[config.mk]
export PLATFORM = sky130hd
export DESIGN_NAME = c17_bist_ctrl
export DESIGN_NICKNAME = d
export VERILOG_FILES = /design/src/rtl/c17_bist_pkg.sv /design/src/rtl/c17_misr.sv /design/src/rtl/c17_bist_ctrl.sv
export SDC_FILE = /design/constraint.sdc
export NUM_CORES = 1
export LEC_CHECK = 0
export CAP_MARGIN = 20
export CELL_PAD_IN_SITES_DETAIL_PLACEMENT = 0
export CELL_PAD_IN_SITES_GLOBAL_PLACEMENT = 1
export CORE_AREA = 2 2 57 59
export CTS_CLUSTER_SIZE = 30
export DETAILED_ROUTE_END_ITERATION = 7
export DIE_AREA = 0 0 59 61
export GPL_TIMING_DRIVEN = 0
export MAX_ROUTING_LAYER = met4
export PLACE_DENSITY = 0.78
export RECOVER_POWER = 100
export SLEW_MARGIN = 10
export SYNTH_ARGS = -nofsm -noshare
export SYNTH_HDL_FRONTEND = slang
export SYNTH_SLANG_ARGS = --single-unit
[constraint.sdc]
create_clock -name clk -period 2 [get_ports clk]
set_input_delay 0.2 -clock clk [delete_from_list [all_inputs] [get_ports clk]]
set_output_delay 0.2 -clock clk [all_outputs]
set_load 0.005 [all_outputs]
[src/rtl/c17_bist_pkg.sv]
// Shared types and constants for the c17 exhaustive-pattern BIST controller.
// Fault-free signature of the c17 under the default MISR and seed is 8'hB6.
package c17_bist_pkg;

  typedef enum logic [1:0] {
    S_IDLE  = 2'd0,
    S_RUN   = 2'd1,
    S_FLUSH = 2'd2,
    S_DONE  = 2'd3
  } state_e;

  localparam int unsigned NUM_PAT   = 32;
  localparam int unsigned PAT_W     = 5;
  localparam logic [7:0]  MISR_POLY = 8'h1D;
  localparam logic [7:0]  MISR_SEED = 8'h00;
  localparam logic [7:0]  GOLDEN    = 8'hB6;

  function automatic logic [7:0] misr_step(
    input logic [7:0] s,
    input logic [7:0] poly,
    input logic [1:0] d
  );
    return {s[6:0], 1'b0}
         ^ (s[7] ? poly : 8'h00)
         ^ {6'b0, d};
  endfunction

endpackage

[src/rtl/c17_misr.sv]
// Two-input multiple-input signature register.
// clr reloads the seed and takes priority over a compaction step.
module c17_misr
  import c17_bist_pkg::*;
#(
  parameter logic [7:0] POLY = MISR_POLY,
  parameter logic [7:0] SEED = MISR_SEED
) (
  input  logic       clk,
  input  logic       rst_n,
  input  logic       clr,
  input  logic       en,
  input  logic [1:0] d,
  output logic [7:0] sig
);

  logic [7:0] sig_q;
  logic [7:0] sig_d;

  always_comb begin
    sig_d = sig_q;
    if (clr) begin
      sig_d = SEED;
    end else if (en) begin
      sig_d = misr_step(sig_q, POLY, d);
    end
  end

  always_ff @(posedge clk or negedge rst_n) begin
    if (!rst_n) begin
      sig_q <= SEED;
    end else begin
      sig_q <= sig_d;
    end
  end

  assign sig = sig_q;

endmodule

[src/rtl/c17_bist_ctrl.sv]
// BIST controller: drives all 32 c17 input patterns and compacts the
// two response bits into an 8-bit MISR signature.
module c17_bist_ctrl
  import c17_bist_pkg::*;
#(
  parameter int unsigned NUM_PAT   = c17_bist_pkg::NUM_PAT,
  parameter logic [7:0]  MISR_POLY = c17_bist_pkg::MISR_POLY,
  parameter logic [7:0]  MISR_SEED = c17_bist_pkg::MISR_SEED,
  parameter logic [7:0]  GOLDEN    = c17_bist_pkg::GOLDEN
) (
  input  logic       clk,
  input  logic       rst_n,
  input  logic       start,
  input  logic       abort,
  output logic [4:0] pat,
  input  logic       N22,
  input  logic       N23,
  output logic       busy,
  output logic       done,
  output logic       pass,
  output logic [7:0] signature
);

  localparam logic [PAT_W-1:0] LAST = PAT_W'(NUM_PAT - 1);

  state_e           state_q, state_d;
  logic [PAT_W-1:0] cnt_q, cnt_d;
  logic [1:0]       resp_q, resp_d;
  logic             busy_q, busy_d;
  logic             done_q, done_d;
  logic             misr_clr;
  logic             misr_en;
  logic [7:0]       sig;

  always_comb begin
    state_d  = state_q;
    cnt_d    = cnt_q;
    resp_d   = resp_q;
    misr_clr = 1'b0;
    misr_en  = 1'b0;
    if (abort) begin
      state_d  = S_IDLE;
      cnt_d    = '0;
      misr_clr = 1'b1;
    end else begin
      unique case (state_q)
        S_IDLE, S_DONE: begin
          if (start) begin
            state_d  = S_RUN;
            cnt_d    = '0;
            misr_clr = 1'b1;
          end
        end
        S_RUN: begin
          resp_d = {N23, N22};
          // resp_q holds nothing valid until the first RUN edge latches it
          misr_en = (cnt_q != '0);
          if (cnt_q == LAST) begin
            state_d = S_FLUSH;
          end else begin
            cnt_d = cnt_q + PAT_W'(1);
          end
        end
        S_FLUSH: begin
          misr_en = 1'b1;
          state_d = S_DONE;
        end
        default: begin
          state_d = S_IDLE;
        end
      endcase
    end
  end

  assign busy_d = (state_d == S_RUN) || (state_d == S_FLUSH);
  assign done_d = (state_d == S_DONE);

  always_ff @(posedge clk or negedge rst_n) begin
    if (!rst_n) begin
      state_q <= S_IDLE;
      cnt_q   <= '0;
      resp_q  <= '0;
      busy_q  <= 1'b0;
      done_q  <= 1'b0;
    end else begin
      state_q <= state_d;
      cnt_q   <= cnt_d;
      resp_q  <= resp_d;
      busy_q  <= busy_d;
      done_q  <= done_d;
    end
  end

  c17_misr #(
    .POLY (MISR_POLY),
    .SEED (MISR_SEED)
  ) u_misr (
    .clk   (clk),
    .rst_n (rst_n),
    .clr   (misr_clr),
    .en    (misr_en),
    .d     (resp_q),
    .sig   (sig)
  );

  assign pat       = cnt_q;
  assign busy      = busy_q;
  assign done      = done_q;
  assign signature = sig;
  assign pass      = done_q && (sig == GOLDEN);

endmodule

---- Word-level counts from Yosys, hierarchy flattened ----
Index checks and enable logic that the tools add are counted.
word-level totals
  register bits ........................... 19
  word-level logic and storage cells ...... 45
cells by class
  $add $sub $neg .......................... 1
  eq/ne operators ......................... 10
  multiplexer cells ....................... 16
  bitwise logic cells ..................... 3
  reduce and logical (&&, ||, !) cells .... 9
operators by type and width
  kind                                            number
  two-way mux 5 bit                               4
  two-way mux 8 bit                               2
  one-hot mux 5 bit (2 select lines)              1
  == test 2 bit (second input constant)           4
  == test 8 bit (second input constant)           1
  XOR 8 x 2 -> 8 bit                              1
  XOR 8 bit                                       1
  two-way mux 2 bit                               3
  != test 3 bit (second input constant)           2
  one-hot mux 2 bit (3 select lines)              1
  adder 5 x 1 -> 5 bit (second input constant)    1
  == test 5 bit (second input constant)           1
  nonzero test 5 bit                              1
  == test 2 x 1 -> 1 bit (second input constant)  2
  two-way mux 1 bit                               4
  AND reduction 3 bit                             1
  nonzero test 3 bit                              1
  zero test 2 bit                                 1
  one-hot mux 1 bit (2 select lines)              1
  AND reduction 2 bit                             1
  nonzero test 2 bit                              1
  OR reduction 2 bit                              1
  logical AND 1 bit                               1
  logical OR 1 bit                                1
  inverter 1 bit                                  1

---- Logic depth before layout (Yosys ltp) ----
  depth in word-level cells ............... 6
  mapped depth ............................ 7
  gate-level depth less buffers ........... 7

---- Cells and area by module ----
From an unflattened synthesis, not the netlist that was laid out.
second synthesis, totals
  cells, all modules ...................... 92
  area, all modules ....................... 1043.5 µm²
modules (own cells, without submodules)
  module         times used  cells an instance  area each (µm²)  seq. area each (µm²)
  c17_bist_ctrl  1           60                 654.4            275.3
  c17_misr       1           32                 389.1            200.2

---- Worst setup path before layout ----
Ideal clock, no wire load.
  kind .................................... reg2reg
  start point ............................. reg cnt_q[0] (netlist: pat[0])
  end point ............................... reg busy_q (netlist: busy)
  library setup time ...................... 0.126 ns
  data arrival time ....................... 1.707 ns
  required time ........................... 1.874 ns
  setup slack ............................. 0.167 ns
  cell stages (with the launch flop) ...... 7
  buffers on the path ..................... 0
  period minus slack after synthesis ...... 1.833 ns
  path through ............................ dfrtp_1 -> ha_1 -> and3_1 -> ha_1 -> o211a_1 -> a311oi_1 -> ha_1
between the ends
  cells in the longest elaborated chain, start to end .. 6
  elaborated cells between the ends (all ways) .. 7
RTL lines
  what                                                     line                 text
  start: declaration                                       c17_bist_ctrl.sv:27  logic [PAT_W-1:0] cnt_q, cnt_d;
  start signal: assignment                                 c17_bist_ctrl.sv:87  cnt_q <= cnt_d;
  == test 5 bit *                                          c17_bist_ctrl.sv:58  if (cnt_q == LAST) begin
  two-way mux 2 bit *                                      c17_bist_ctrl.sv:58
  one-hot mux 2 bit (3 select lines) *                     c17_bist_ctrl.sv:46  unique case (state_q)
  two-way mux 2 bit *                                      c17_bist_ctrl.sv:41  if (abort) begin
  net state_d[0]                                           c17_bist_ctrl.sv:26  state_e state_q, state_d;
  == test 2 x 1 -> 1 bit or == test 2 bit (tied branches)  c17_bist_ctrl.sv:75  assign busy_d = (state_d == S_RUN) || (state_d == S_FLUSH);
  logical OR 1 bit *                                       c17_bist_ctrl.sv:75
  net busy_d                                               c17_bist_ctrl.sv:29  logic busy_q, busy_d;
  end signal: assignment                                   c17_bist_ctrl.sv:89  busy_q <= busy_d;
  end: declaration                                         c17_bist_ctrl.sv:29
Mark *: on every way through the listed nets, which the timed path passes. The rest lies on a longest branch.
A chain may end at the register's enable or synchronous reset.

---- Worst setup path in the final report ----
  start point ............................. reg cnt_q[1] (netlist: pat[1])
  end point ............................... reg busy_q (netlist: busy)
Same word-level chain as after synthesis.

==> flow_summary.yaml <==
cells_and_area:
  nets: 144
  drive_above_1_share_pct: 17.6
  final_cell_area_um2: 1370
  num_antenna_cells: 0
  regArea_um2: 475
  multi_input_area_um2: 520
  syn_to_final_growth_pct: 27.5
  fillCellCount: 306
  fin_cells: 164
drt:
  ant_nets: 0
  wire_per_inst_um: 13.6
  drtIter0Drc: 13
  drc: 0
  drt_first_pass_iters: 4
  wl_um: 2230
  vias: 846
  vias_per_cell: 5.16
global_route:
  groute.layer.met1.usage_pct: 17.7
  grt-ovfl-total: 0
  first_global_vias: 873
  grt_pass1_wl_um: 3930
  grt_max_degree: 20
  grtUsageTotal_pct: 15.0
  busiest_layer: "met2"
  antenna_found_initial: 0
  met2_usage_pct: 25.7
  grt_use_met3_pct: 4.05
floorplanning:
  initial_core_util_pct: 36.3
  die_area_um2: 3600
  ios: 22
  die_x_um: 59
  fp.dieH_um: 61
  rows: 20
  core_area_um2: 2950
synth:
  netlist_instances: 105
  synth_async_sr_flop_share_pct: 100
  syn_avg_cell_area_um2: 10.2
  synth_most_common_cell: "dfrtp_1"
  synth.distinct_cells: 34
  ys_seq_area_share_pct: 44.3
  synth_top_area_share_pct: 44.3
  syn_area_um2: 1070
  synth_area_leaders: "dfrtp_1 44%, ha_1 7.0%, o21ai_2 6.5%, inv_1 5.3%, xor2_1 4.1%"
  synth_top_cell_by_area: "dfrtp_1"
  yosysWarnings: 0
  synth_nets: 117
  ys_seq_elements: 19
  synth_flop_cell: "dfrtp_1"
  synthTopCellsByCount: "19 x dfrtp_1, 15 x inv_1, 8 x nand2_1, 8 x o21ai_2, 7 x nand3_1"
  synth_edf_count: 0
power:
  power_leakage_nw: 0.659
  vdd_drop_max_mv: 0.351
  power.density_nw_per_um2: 579
timing:
  slew_headroom_pct: 42.4
  post-route-min-period_ns: 1.89
  max_freq_mhz: 528
  setup-tns-final_ns: 0
  fin_skew_ns: 0.00185
  period_share_pct: 94.7
  tightest_slew_ns: 0.862
  hold_viol_final: 0
  finalMaxSlewViolations: 0
  finalSetupViolCount: 0
  rsz0062_at_grt: "false"
clock_network:
  worstSkewPairLatency_ns: 0.30
  cts_tree: "built"
  htree_levels: 1
  cts_buffer_depth: 2
  holdBufCountCts: 0
  cts_buffers: 3
  clkTransAtPathRegs_ns: 0.12
  cts.sinks: 19
  cts-root-buf: "clkbuf_4"
setup_path:
  crit_path_start_kind: "register"
  arrival_ns: 2.09
  critPathMaxFanout: 4
  crit_required_ns: 2.20
  critical_path_class: "reg -> reg"
  cp-end-kind: "register"
placement:
  placed_cell_area_um2: 1320
  numPortBuffers: 21
  routabilityCongestion: 0.785
  dp_cells: 159
  dp_hpwl_um: 1670
status:
  status: "finished, final reports clean"
job:
  drv_cap: 0
hold_path:
  hold_class: "in -> reg"
flip-flops by register name, indices dropped and copies added (netlist names):
| signal | flops |
|---|---|
| busy | 1 |
| done | 1 |
| pat | 5 |
| resp_q | 2 |
| state_q | 2 |
| u_misr.sig | 8 |
cells in the final DEF, fill, tap and decap left out, types with 4 or more instances in the layout:
cell,n
xor2_1,5
nand2_1,8
o21ai_2,5
dfrtp_1,19
inv_1,16
nand3_1,9
dlygate4sd3_1,16
o21ai_0,5
clkdlybuf4s50_1,4
clkbuf_4,4
nor2_1,4
worst paths after layout:
check                      slack (ns)  cells after the start       from             to
setup / recovery                 0.11                      6     pat[1]           busy
setup reg to reg                 0.11                      6     pat[1]           busy
max in group asynchronous        1.04                      1      rst_n      resp_q[0]
hold / removal                   0.41                      3        N22      resp_q[0]
min in group asynchronous        0.44                      1      rst_n  u_misr.sig[4]
hold reg to reg                  0.52                      2  resp_q[0]      resp_q[0]
per-layer routing:
layer  routed length, um  vias up
met3                 102        0
met4                   0        0
li1                    -      411
met2                1100       23
met5                   0        -
met1                1020      412
critical path: stages, from the launching register on:
cell      delay (ns)
dfrtp_1         0.44
ha_2            0.20
and3_4          0.18
ha_4            0.16
o211a_1         0.21
a311oi_2        0.30
ha_1            0.29
through the flow:
step	hold slack (ns)	worst slack, ns	power, mW	utilization (%)
2_1_floorplan	-0.0956	0.167	0.534	-
3_3_place_gp	0.487	0.0337	0.596	44.8
3_5_place_dp	0.502	-0.0291	0.602	44.8
4_1_cts	0.402	0.0312	0.813	45.8
5_1_grt	0.430	0.0292	0.842	46.3
6_report	0.412	0.106	0.791	46.3
power breakdown:
group          leakage (nW)  switching [mW]  internal (mW)
logic                 0.382          0.0832         0.0724
clock network        0.0177           0.131         0.0746
registers             0.259          0.0208          0.409
logic make-up after synthesis:
family          after synthesis  share of synthesized area (%)
mux                           1                           1.05
fa+ha+maj                     6                           7.00
simple gates                 33                           18.1
compound gates               21                           16.9
buf+inv                      19                           7.70
xor+xnor                      6                           4.90
flops                        19                           44.3
area by class of cell:
type | count | area share, %
Buffer | 2 | 1.37
Clock buffer | 3 | 1.65
Clock inverter | 1 | 0.366
Inverter | 16 | 4.39
Multi-Input combinational cell | 67 | 38.1
Sequential cell | 19 | 34.8
Tap cell | 33 | 3.02
Timing Repair Buffer | 23 | 16.4
repair_timing:
item | 4_1_cts | 5_1_grt
pin swaps | 0 | 3
resized for setup | 2 | 6
hold endpoints to repair | 0 | 0
setup buffers | 0 | 2
endpoints found under the setup margin | 2 | 1
Power figures use the tool's default switching activity.
